$ cat src/rtl/stopwatch_timer_if.sv
// Control pulses, BCD display digits and status flags shared between the
// stopwatch core (slave) and whatever drives it (master).
interface stopwatch_timer_if;
    logic        start_stop;
    logic        clear;
    logic        lap;
    logic        mode;
    logic        load;
    logic [23:0] preset;

    logic [3:0]  cs0;
    logic [3:0]  cs1;
    logic [3:0]  sec0;
    logic [3:0]  sec1;
    logic [3:0]  min0;
    logic [3:0]  min1;
    logic [3:0]  hrs0;
    logic [3:0]  hrs1;
    logic        running;
    logic        lap_active;
    logic        done;
    logic        load_err;
    logic        tick;

    modport master (
        output start_stop, clear, lap, mode, load, preset,
        input  cs0, cs1, sec0, sec1, min0, min1, hrs0, hrs1,
        input  running, lap_active, done, load_err, tick
    );

    modport slave (
        input  start_stop, clear, lap, mode, load, preset,
        output cs0, cs1, sec0, sec1, min0, min1, hrs0, hrs1,
        output running, lap_active, done, load_err, tick
    );
endinterface

$ cat src/rtl/stopwatch_timer.sv
// BCD stopwatch / countdown timer (hh:mm:ss.cc) advancing on an internal
// clock-enable tick, with lap freeze, validated preset load and hour wrap.
module stopwatch_timer #(
    parameter int unsigned CLK_HZ     = 100_000_000,
    parameter int unsigned TICK_HZ    = 100,
    parameter int unsigned HOURS_WRAP = 24
) (
    input  logic             clk,
    input  logic             rst,
    stopwatch_timer_if.slave bus
);
    localparam int unsigned DIV = CLK_HZ / TICK_HZ;
    localparam int unsigned PW  = (DIV > 1) ? $clog2(DIV) : 1;
    localparam logic [PW-1:0] PRE_MAX  = PW'(DIV - 1);
    localparam logic [3:0]    HRS_MAX1 = 4'((HOURS_WRAP - 1) / 10);
    localparam logic [3:0]    HRS_MAX0 = 4'((HOURS_WRAP - 1) % 10);

    typedef struct packed {
        logic [3:0] hrs1;
        logic [3:0] hrs0;
        logic [3:0] min1;
        logic [3:0] min0;
        logic [3:0] sec1;
        logic [3:0] sec0;
        logic [3:0] cs1;
        logic [3:0] cs0;
    } bcd_t;

    typedef enum logic {ST_STOP, ST_RUN} state_e;
    typedef enum logic {DIR_UP, DIR_DOWN} dir_e;

    state_e      state_q, state_d;
    dir_e        dir_q, dir_d;
    bcd_t        cnt_q, cnt_d;
    bcd_t        latch_q, latch_d;
    bcd_t        disp_q, disp_d;
    logic [PW-1:0] pre_q, pre_d;
    logic        lap_act_q, lap_act_d;
    logic        done_q, done_d;
    logic        load_err_q, load_err_d;
    logic        tick_q, tick_d;
    logic        tick_now;
    logic        preset_ok;
    logic [7:0]  hrs_val;

    // Returns {next_digit, carry_out}.
    function automatic logic [4:0] digit_up(input logic [3:0] d, input logic [3:0] lim,
                                            input logic cin);
        if (!cin)          return {d, 1'b0};
        else if (d == lim) return {4'd0, 1'b1};
        else               return {d + 4'd1, 1'b0};
    endfunction

    // Returns {next_digit, borrow_out}.
    function automatic logic [4:0] digit_dn(input logic [3:0] d, input logic [3:0] lim,
                                            input logic bin);
        if (!bin)          return {d, 1'b0};
        else if (d == '0)  return {lim, 1'b1};
        else               return {d - 4'd1, 1'b0};
    endfunction

    function automatic bcd_t count_up(input bcd_t t);
        bcd_t r;
        logic cy;
        r = t;
        {r.cs0, cy}  = digit_up(t.cs0,  4'd9, 1'b1);
        {r.cs1, cy}  = digit_up(t.cs1,  4'd9, cy);
        {r.sec0, cy} = digit_up(t.sec0, 4'd9, cy);
        {r.sec1, cy} = digit_up(t.sec1, 4'd5, cy);
        {r.min0, cy} = digit_up(t.min0, 4'd9, cy);
        {r.min1, cy} = digit_up(t.min1, 4'd5, cy);
        if (cy) begin
            if (t.hrs1 == HRS_MAX1 && t.hrs0 == HRS_MAX0) begin
                r.hrs1 = '0;
                r.hrs0 = '0;
            end else if (t.hrs0 == 4'd9) begin
                r.hrs0 = '0;
                r.hrs1 = t.hrs1 + 4'd1;
            end else begin
                r.hrs0 = t.hrs0 + 4'd1;
            end
        end
        return r;
    endfunction

    function automatic bcd_t count_dn(input bcd_t t);
        bcd_t r;
        logic bw;
        r = t;
        {r.cs0, bw}  = digit_dn(t.cs0,  4'd9, 1'b1);
        {r.cs1, bw}  = digit_dn(t.cs1,  4'd9, bw);
        {r.sec0, bw} = digit_dn(t.sec0, 4'd9, bw);
        {r.sec1, bw} = digit_dn(t.sec1, 4'd5, bw);
        {r.min0, bw} = digit_dn(t.min0, 4'd9, bw);
        {r.min1, bw} = digit_dn(t.min1, 4'd5, bw);
        if (bw) begin
            if (t.hrs1 == '0 && t.hrs0 == '0) begin
                r.hrs1 = HRS_MAX1;
                r.hrs0 = HRS_MAX0;
            end else if (t.hrs0 == '0) begin
                r.hrs0 = 4'd9;
                r.hrs1 = t.hrs1 - 4'd1;
            end else begin
                r.hrs0 = t.hrs0 - 4'd1;
            end
        end
        return r;
    endfunction

    always_comb begin
        hrs_val   = 8'(bus.preset[23:20]) * 8'd10 + 8'(bus.preset[19:16]);
        preset_ok = (bus.preset[23:20] <= 4'd9) && (bus.preset[19:16] <= 4'd9) &&
                    (bus.preset[15:12] <= 4'd5) && (bus.preset[11:8]  <= 4'd9) &&
                    (bus.preset[7:4]   <= 4'd5) && (bus.preset[3:0]   <= 4'd9) &&
                    (hrs_val < 8'(HOURS_WRAP));
    end

    always_comb begin
        state_d    = state_q;
        dir_d      = dir_q;
        cnt_d      = cnt_q;
        latch_d    = latch_q;
        pre_d      = pre_q;
        lap_act_d  = lap_act_q;
        done_d     = done_q;
        load_err_d = 1'b0;
        tick_d     = 1'b0;
        tick_now   = (state_q == ST_RUN) && (pre_q == PRE_MAX);

        // The tick is applied first; control pulses then override or stop it.
        if (state_q == ST_RUN) begin
            if (tick_now) begin
                pre_d  = '0;
                tick_d = 1'b1;
                cnt_d  = (dir_q == DIR_DOWN) ? count_dn(cnt_q) : count_up(cnt_q);
                if (dir_q == DIR_DOWN && cnt_d == '0) begin
                    state_d = ST_STOP;
                    done_d  = 1'b1;
                end
            end else begin
                pre_d = pre_q + 1'b1;
            end
        end

        if (bus.clear) begin
            cnt_d     = '0;
            latch_d   = '0;
            pre_d     = '0;
            state_d   = ST_STOP;
            lap_act_d = 1'b0;
            done_d    = 1'b0;
        end else if (bus.load) begin
            if (state_q == ST_STOP) begin
                if (preset_ok) begin
                    cnt_d  = bcd_t'({bus.preset, 8'h00});
                    pre_d  = '0;
                    done_d = 1'b0;
                end else begin
                    load_err_d = 1'b1;
                end
            end
        end else if (bus.start_stop) begin
            if (state_q == ST_RUN) begin
                state_d = ST_STOP;
            end else begin
                dir_d = bus.mode ? DIR_DOWN : DIR_UP;
                if (bus.mode && cnt_q == '0) done_d = 1'b1;
                else                         state_d = ST_RUN;
            end
        end else if (bus.lap) begin
            // Latch takes the pre-tick value when a tick lands in the same cycle.
            if (state_q == ST_RUN && !lap_act_q) begin
                latch_d   = cnt_q;
                lap_act_d = 1'b1;
            end else if (lap_act_q) begin
                lap_act_d = 1'b0;
            end
        end

        disp_d = lap_act_d ? latch_d : cnt_d;
    end

    always_ff @(posedge clk or negedge rst) begin
        if (!rst) begin
            state_q    <= ST_STOP;
            dir_q      <= DIR_UP;
            cnt_q      <= '0;
            latch_q    <= '0;
            disp_q     <= '0;
            pre_q      <= '0;
            lap_act_q  <= 1'b0;
            done_q     <= 1'b0;
            load_err_q <= 1'b0;
            tick_q     <= 1'b0;
        end else begin
            state_q    <= state_d;
            dir_q      <= dir_d;
            cnt_q      <= cnt_d;
            latch_q    <= latch_d;
            disp_q     <= disp_d;
            pre_q      <= pre_d;
            lap_act_q  <= lap_act_d;
            done_q     <= done_d;
            load_err_q <= load_err_d;
            tick_q     <= tick_d;
        end
    end

    assign bus.hrs1       = disp_q.hrs1;
    assign bus.hrs0       = disp_q.hrs0;
    assign bus.min1       = disp_q.min1;
    assign bus.min0       = disp_q.min0;
    assign bus.sec1       = disp_q.sec1;
    assign bus.sec0       = disp_q.sec0;
    assign bus.cs1        = disp_q.cs1;
    assign bus.cs0        = disp_q.cs0;
    assign bus.running    = (state_q == ST_RUN);
    assign bus.lap_active = lap_act_q;
    assign bus.done       = done_q;
    assign bus.load_err   = load_err_q;
    assign bus.tick       = tick_q;
endmodule
$ cat src/flat_wrapper.sv
// flat-port wrapper written by rule: the top's interface ports become plain ports
module stopwatch_timer_flat 
#(
    parameter int unsigned CLK_HZ     = 100_000_000,
    parameter int unsigned TICK_HZ    = 100,
    parameter int unsigned HOURS_WRAP = 24
)
  (clk, rst, bus_start_stop, bus_clear, bus_lap, bus_mode, bus_load, bus_preset, bus_cs0, bus_cs1, bus_sec0, bus_sec1, bus_min0, bus_min1, bus_hrs0, bus_hrs1, bus_running, bus_lap_active, bus_done, bus_load_err, bus_tick);
  stopwatch_timer_if bus_i ();
  input  logic clk;
  input  logic rst;
  input wire logic [$bits(bus_i.start_stop)-1:0] bus_start_stop;
  input wire logic [$bits(bus_i.clear)-1:0] bus_clear;
  input wire logic [$bits(bus_i.lap)-1:0] bus_lap;
  input wire logic [$bits(bus_i.mode)-1:0] bus_mode;
  input wire logic [$bits(bus_i.load)-1:0] bus_load;
  input wire logic [$bits(bus_i.preset)-1:0] bus_preset;
  output wire logic [$bits(bus_i.cs0)-1:0] bus_cs0;
  output wire logic [$bits(bus_i.cs1)-1:0] bus_cs1;
  output wire logic [$bits(bus_i.sec0)-1:0] bus_sec0;
  output wire logic [$bits(bus_i.sec1)-1:0] bus_sec1;
  output wire logic [$bits(bus_i.min0)-1:0] bus_min0;
  output wire logic [$bits(bus_i.min1)-1:0] bus_min1;
  output wire logic [$bits(bus_i.hrs0)-1:0] bus_hrs0;
  output wire logic [$bits(bus_i.hrs1)-1:0] bus_hrs1;
  output wire logic [$bits(bus_i.running)-1:0] bus_running;
  output wire logic [$bits(bus_i.lap_active)-1:0] bus_lap_active;
  output wire logic [$bits(bus_i.done)-1:0] bus_done;
  output wire logic [$bits(bus_i.load_err)-1:0] bus_load_err;
  output wire logic [$bits(bus_i.tick)-1:0] bus_tick;
  assign bus_i.start_stop = bus_start_stop;
  assign bus_i.clear = bus_clear;
  assign bus_i.lap = bus_lap;
  assign bus_i.mode = bus_mode;
  assign bus_i.load = bus_load;
  assign bus_i.preset = bus_preset;
  assign bus_cs0 = bus_i.cs0;
  assign bus_cs1 = bus_i.cs1;
  assign bus_sec0 = bus_i.sec0;
  assign bus_sec1 = bus_i.sec1;
  assign bus_min0 = bus_i.min0;
  assign bus_min1 = bus_i.min1;
  assign bus_hrs0 = bus_i.hrs0;
  assign bus_hrs1 = bus_i.hrs1;
  assign bus_running = bus_i.running;
  assign bus_lap_active = bus_i.lap_active;
  assign bus_done = bus_i.done;
  assign bus_load_err = bus_i.load_err;
  assign bus_tick = bus_i.tick;
  stopwatch_timer #(.CLK_HZ(CLK_HZ), .TICK_HZ(TICK_HZ), .HOURS_WRAP(HOURS_WRAP)) u_core (.clk(clk), .rst(rst), .bus(bus_i));
endmodule
$ cat config.mk
export PLATFORM = sky130hd
export DESIGN_NAME = stopwatch_timer_flat
export DESIGN_NICKNAME = d
export VERILOG_FILES = /design/src/rtl/stopwatch_timer_if.sv /design/src/rtl/stopwatch_timer.sv /design/src/flat_wrapper.sv
export SDC_FILE = /design/constraint.sdc
export NUM_CORES = 1
export LEC_CHECK = 0
export ABC_AREA = 1
export BUFFER_PORTS_ARGS = -buffer_cell sky130_fd_sc_hd__clkbuf_2
export CORE_AREA = 4 4 147 135
export DETAILED_ROUTE_END_ITERATION = 7
export DIE_AREA = 0 0 151 139
export MAX_ROUTING_LAYER = met4
export PLACE_DENSITY = 0.56
export SETUP_SLACK_MARGIN = 0.1
export SLEW_MARGIN = 30
export SYNTH_ARGS = -nofsm -noshare
export SYNTH_HDL_FRONTEND = slang
export SYNTH_SLANG_ARGS = --single-unit
$ cat constraint.sdc
create_clock -name clk -period 2.25 [get_ports clk]
set_input_delay 0.45 -clock clk [delete_from_list [all_inputs] [get_ports clk]]
set_output_delay 0.45 -clock clk [all_outputs]
set_load 0.01 [all_outputs]
======== After elaboration in Yosys (flattened, before gate mapping) ========
Index checks and enable logic that the tools add are counted.
storage, ports and cells
  bits in registers ....................... 122
  bits in latches ......................... 0
  bits in writable memories ............... 0
  memory bits (read-only) ................. 0
  bits of input ports ..................... 31
  output and inout bits ................... 37
  memories kept ........................... 0
operators by class
  $add $sub $neg .......................... 18
  multipliers ............................. 1
  div/mod/pow operators ................... 0
  $lt $le $gt $ge ......................... 7
  eq/ne operators ......................... 10
  shifts and indexed selects .............. 0
  muxes and demuxes ....................... 107
  bitwise operators ....................... 3
  reductions and logical operators ........ 24
operators with widths
  kind                                                                              count
  32-bit two-way mux                                                                13
  5-bit two-way mux                                                                 46
  20-bit two-way mux                                                                6
  32-bit zero test                                                                  2
  8-bit two-way mux                                                                 8
  4-bit by 1-bit adder with 4-bit output, second input constant                     8
  4-bit zero test                                                                   8
  4-bit by 1-bit subtractor with 4-bit output, second input constant                8
  1-bit two-way mux                                                                 30
  20-bit by 1-bit adder with 20-bit output, second input constant                   1
  20-bit == test, second input constant                                             1
  4-bit == test, second input constant                                              5
  4-bit less-or-equal comparator, second input constant                             4
  4-bit two-way mux                                                                 4
  1-bit logical AND                                                                 12
  8-bit by 4-bit adder with 8-bit output                                            1
  4-bit by 2-bit == test with 1-bit output, second input constant                   2
  4-bit by 3-bit == test with 1-bit output, second input constant                   2
  4-bit by 3-bit less-or-equal comparator with 1-bit output, second input constant  2
  8-bit by 5-bit < comparator with 1-bit output, second input constant              1
  4-bit by 3-bit multiplier with 7-bit output, second input constant                1
  4-bit AND reduction                                                               1
  1-bit NOT                                                                         3
  1-bit zero test                                                                   1

======== Logic depth before layout (Yosys ltp) ========
  word-level depth ........................ 33
  gate-level depth with buffers ........... 19

======== Worst setup path before layout ========
Ideal clock, no wire load.
  path kind ............................... input port to flip-flop
  start point ............................. input bus_preset[21]
  end point ............................... register u_core.pre_q[19]
  data arrival time ....................... 2.575 ns
  setup slack ............................. -0.457 ns
  cell stages on the path ................. 15
  buffers on the path ..................... 2
  cell sequence ........................... ha_1 -> ha_1 -> inv_1 -> fa_1 -> inv_1 -> nor3_1 -> nand3_1 -> o21ai_1 -> nand2_1 -> inv_1 -> nand3_1 -> buf_2 -> nand2_1 -> clkbuf_1 -> nor2_1
between the ends
  longest elaborated chain between the ends .. 11
RTL lines
  item                                                                            line                    text
  from (decl)                                                                     flat_wrapper.sv:17      input wire logic [$bits(bus_i.preset)-1:0] bus_preset;
  branches (longest 6 deep; another with 8-bit by 4-bit adder with 8-bit output)  -
  1-bit logical AND *                                                             stopwatch_timer.sv:114  (bus.preset[7:4] <= 4'd5) && (bus.preset[3:0] <= 4'd9) &&
  20-bit two-way mux *                                                            stopwatch_timer.sv:154  if (preset_ok) begin
  20-bit two-way mux *                                                            stopwatch_timer.sv:153  if (state_q == ST_STOP) begin
  20-bit two-way mux *                                                            stopwatch_timer.sv:152  end else if (bus.load) begin
  20-bit two-way mux *                                                            stopwatch_timer.sv:145  if (bus.clear) begin
  via u_core.pre_d[19]                                                            stopwatch_timer.sv:37   logic [PW-1:0] pre_q, pre_d;
  to (signal assigned)                                                            stopwatch_timer.sv:201  pre_q <= pre_d;
  to (decl)                                                                       stopwatch_timer.sv:37
Mark *: on every way through the listed nets, which the timed path passes.
A chain may end at the register's enable or synchronous reset.

==> impl_metrics.ini <==
[cts]
cts-hold-fix-buffers = 0
cts_max_level = 4
numCtsBuffers = 17
cts_tree = done
clk_latency_ns = 0.43
clk_pin_slew_ns = 0.06
clkSinkCount = 122
cts_root_buf = clkbuf_16
ctsLongestPathBuffers = 2

[flow_run]
drv_cap = 0

[worst_setup_path]
ff2ff_setup_slack_ns = -0.01
critPathKind = input pin to flop
reg2reg_depth = 16
worst_path_dominant_cell_family = adder cells
crit_path_start_kind = input pin
critical_path_arrival_ns = 2.82
worst_setup_path_end_kind = flop
critPathMaxStageDelay_ns = 0.53
path_buf_inv = 6
path_common_cell = inv_2
cp_num_cells = 16
r2r-start = u_core.cnt_q[4]
reg2reg_to = u_core.bus.hrs1[2]
crit_fanout = 7
startpoint = bus_preset[21]
cp_slowest_cell = fa_2
path_cells = buf_8, ha_4, ha_4, inv_2, fa_2, inv_2, nor3_2, nand3_1, o21ai_1, nand2_2, inv_2, nand3_4, buf_12, buf_16, o211ai_1, o21ai_1
cp_data_required_time_ns = 2.56

[synthesis]
synthCells = 1096
ys_seq_elements = 122
ys_top_cells_by_area = dfrtp_1, nand2_1, o21ai_0
netlist.area_leader.share = 0.394
synth-edff-count = 0
syn_avg_cell_area_um2 = 7.07
synth_area_um2 = 7740
yosysUniqueCellTypes = 47
syn_nets = 1143
ys_warn_count = 0
synth_area_leader_cell = dfrtp_1
synth_flop_cell = dfrtp_1
ys_seq_area_frac = 0.394
synthArstFlopShare = 1.00

[layout]
diodes = 0
nets = 1383
finalInstanceArea_um2 = 10900
fillers = 1704
drive_above_1_share = 0.310
fin_cells = 1594
syn_to_final_growth_pct = 40.2

[global_route]
first_global_vias = 8080
antenna_found_initial = 0
grt_pass1_wl_um = 42300
grt_max_degree = 58
track_usage = 0.264
grt_overflow_total = 0

[die]
die-height_um = 139
rows = 47
top_level_ports = 68
initial_core_util = 0.425
die_area_um2 = 21000
die_x_um = 151
core_um2 = 18200

[hold_path]
min-delay-path-class = input pin to async pin

[placed_design]
port_buffers = 67
dp.cells = 1549
dpl.hpwl_um = 18600
finalWeightedCongestion = 0.942
dpl_cell_area_um2 = 9700

[timing]
worst_slew_pin_slew_ns = 0.554
fin_ws_ns = -0.263
final_max_slew_viol_count = 0
slew_headroom = 0.631
post-route-period-util = 1.12
hold_viol_final = 8
fin_worst_skew_ns = 0.00795
hold-worst-slack_ns = -0.00829
min_period_ns = 2.51
fin_tns_setup_ns = -11.71
max_freq_mhz = 398
rsz0062_at_grt = true
setup_viol = 84

[outcome]
violations = hold timing, setup timing
status = finished with violations

[drt]
wire_per_inst_um = 16.2
wirelength_um = 25800
firstDrtPassIters = 5
post_drt_via_cell_ratio = 5.17
drtIter0Drc = 681
ant_nets = 0
route.detailed.drc = 0
vias = 8247

[pwr]
p_leak_nw = 5.64
p_per_area_nw_per_um2 = 526
ir_drop_v = 0.000560
total_power_mw = 5.71
[worst reg2reg max path: stages, from the launching register on]
cell and delay, ns:
dfrtp_1 0.42, nor2_2 0.16, nand2_2 0.11, nor2_8 0.19, nand2_4 0.10, nor2_8 0.19, nand2_8 0.10, buf_6 0.15
nand2_1 0.05, o21ai_1 0.07, nand2_1 0.06, nand2_1 0.11, buf_4 0.16, a21oi_1 0.14, nor2_2 0.05, nand2_1 0.05
nand2_1 0.05
[cells in the mapped netlist, drive strengths merged (2+ instances only)]
master,n
nand2,301
o21ai,147
dfrtp,122
inv,114
nor2,111
nand3,87
a21oi,58
clkbuf,24
buf,22
nand4,18
nor3,18
ha,15
xor2,13
o211ai,12
a211oi,4
clkinv,4
a31oi,3
nor3b,3
xnor2,3
and3,2
nand3b,2
nor4,2
o22ai,2
or2,2
[layer usage]
metal,wire length (µm),share of wire,track usage
met4,608,0.024,0.0840
met2,11200,0.44,0.373
met5,0,0,-
met3,1600,0.062,0.0582
met1,12400,0.48,0.377
[where the power goes]
group          internal, mW  leakage (nW)  switching, mW
clock                  1.64         0.278           1.08
combinational         0.305          3.66          0.456
sequential             2.22          1.69         0.0125
[cell usage in the layout, fill, tap and decap left out, drive strengths merged]
| cell | n |
|---|---|
| buf | 202 |
| nor2 | 111 |
| bufbuf | 1 |
| o22ai | 2 |
| and3 | 2 |
| o21ai | 147 |
| nand3b | 2 |
| a21o | 1 |
| o211a | 1 |
| nand3 | 87 |
| or2 | 2 |
| nand4 | 18 |
| clkinv | 11 |
| a211o | 1 |
| a21oi | 58 |
| fa | 1 |
| xor2 | 13 |
| nor4 | 2 |
| a211oi | 4 |
| o211ai | 12 |
| nor3 | 18 |
| dfrtp | 122 |
| o21a | 1 |
| a31oi | 3 |
| nand2 | 301 |
| nor3b | 3 |
| clkbuf | 83 |
| or4 | 1 |
| ha | 15 |
| o31ai | 1 |
| bufinv | 2 |
| xnor2 | 3 |
| inv | 116 |
| clkinvlp | 2 |
[metrics by stage]
step	util	setup slack, ns
floorplan	-	-0.325
global placement	0.532	-0.686
detailed placement	0.532	-0.759
CTS	0.589	-0.218
global route	0.596	-0.415
finish	0.596	-0.263
[registers in the layout, indices dropped and copies added (netlist names)]
signal / cells
u_core.cnt_q: 32
u_core.latch_q: 32
u_core.pre_q: 20
u_core.bus.cs0: 4
u_core.bus.cs1: 4
u_core.bus.hrs0: 4
u_core.bus.hrs1: 4
u_core.bus.min0: 4
u_core.bus.min1: 4
u_core.bus.sec0: 4
u_core.bus.sec1: 4
u_core.bus.done: 1
u_core.bus.lap_active: 1
u_core.bus.load_err: 1
u_core.bus.running: 1
u_core.bus.tick: 1
u_core.dir_q: 1
[cells by family after synthesis]
| group | synth area share |
|---|---|
| buffers and inverters | 0.0858 |
| flip-flops | 0.394 |
| AND/OR/NAND/NOR | 0.316 |
| adder cells (fa/ha/maj) | 0.0268 |
| XOR/XNOR | 0.0181 |
| AO/OA/AOI/OAI | 0.159 |
[worst max path at each step]
stage	end
6_report	u_core.bus.min0[0]
5_1_grt	u_core.bus.hrs1[3]
4_1_cts	u_core.bus.min0[0]
3_5_place_dp	u_core.bus.min0[3]
3_3_place_gp	u_core.bus.min0[3]
2_1_floorplan	u_core.bus.sec0[0]
[repair_timing]
item                                    in CTS  in global routing
cloned                                       3                  0
endpoints found under the setup margin      87                 87
buffers inserted                             8                  3
gates resized for setup                     86                 41
pin swaps                                   14                 15
[layout make-up]
| type | count | area [µm²] | area share |
|---|---|---|---|
| repair buffers | 267 | 2060 | 0.189 |
| inverters | 118 | 448 | 0.0412 |
| flip-flops and latches | 122 | 3060 | 0.281 |
| clock buffers | 19 | 433 | 0.0399 |
| clock inverters | 13 | 146 | 0.0135 |
| multi-input cells | 810 | 4410 | 0.406 |
| well taps | 245 | 307 | 0.0282 |
Power figures use the tool's default switching activity.
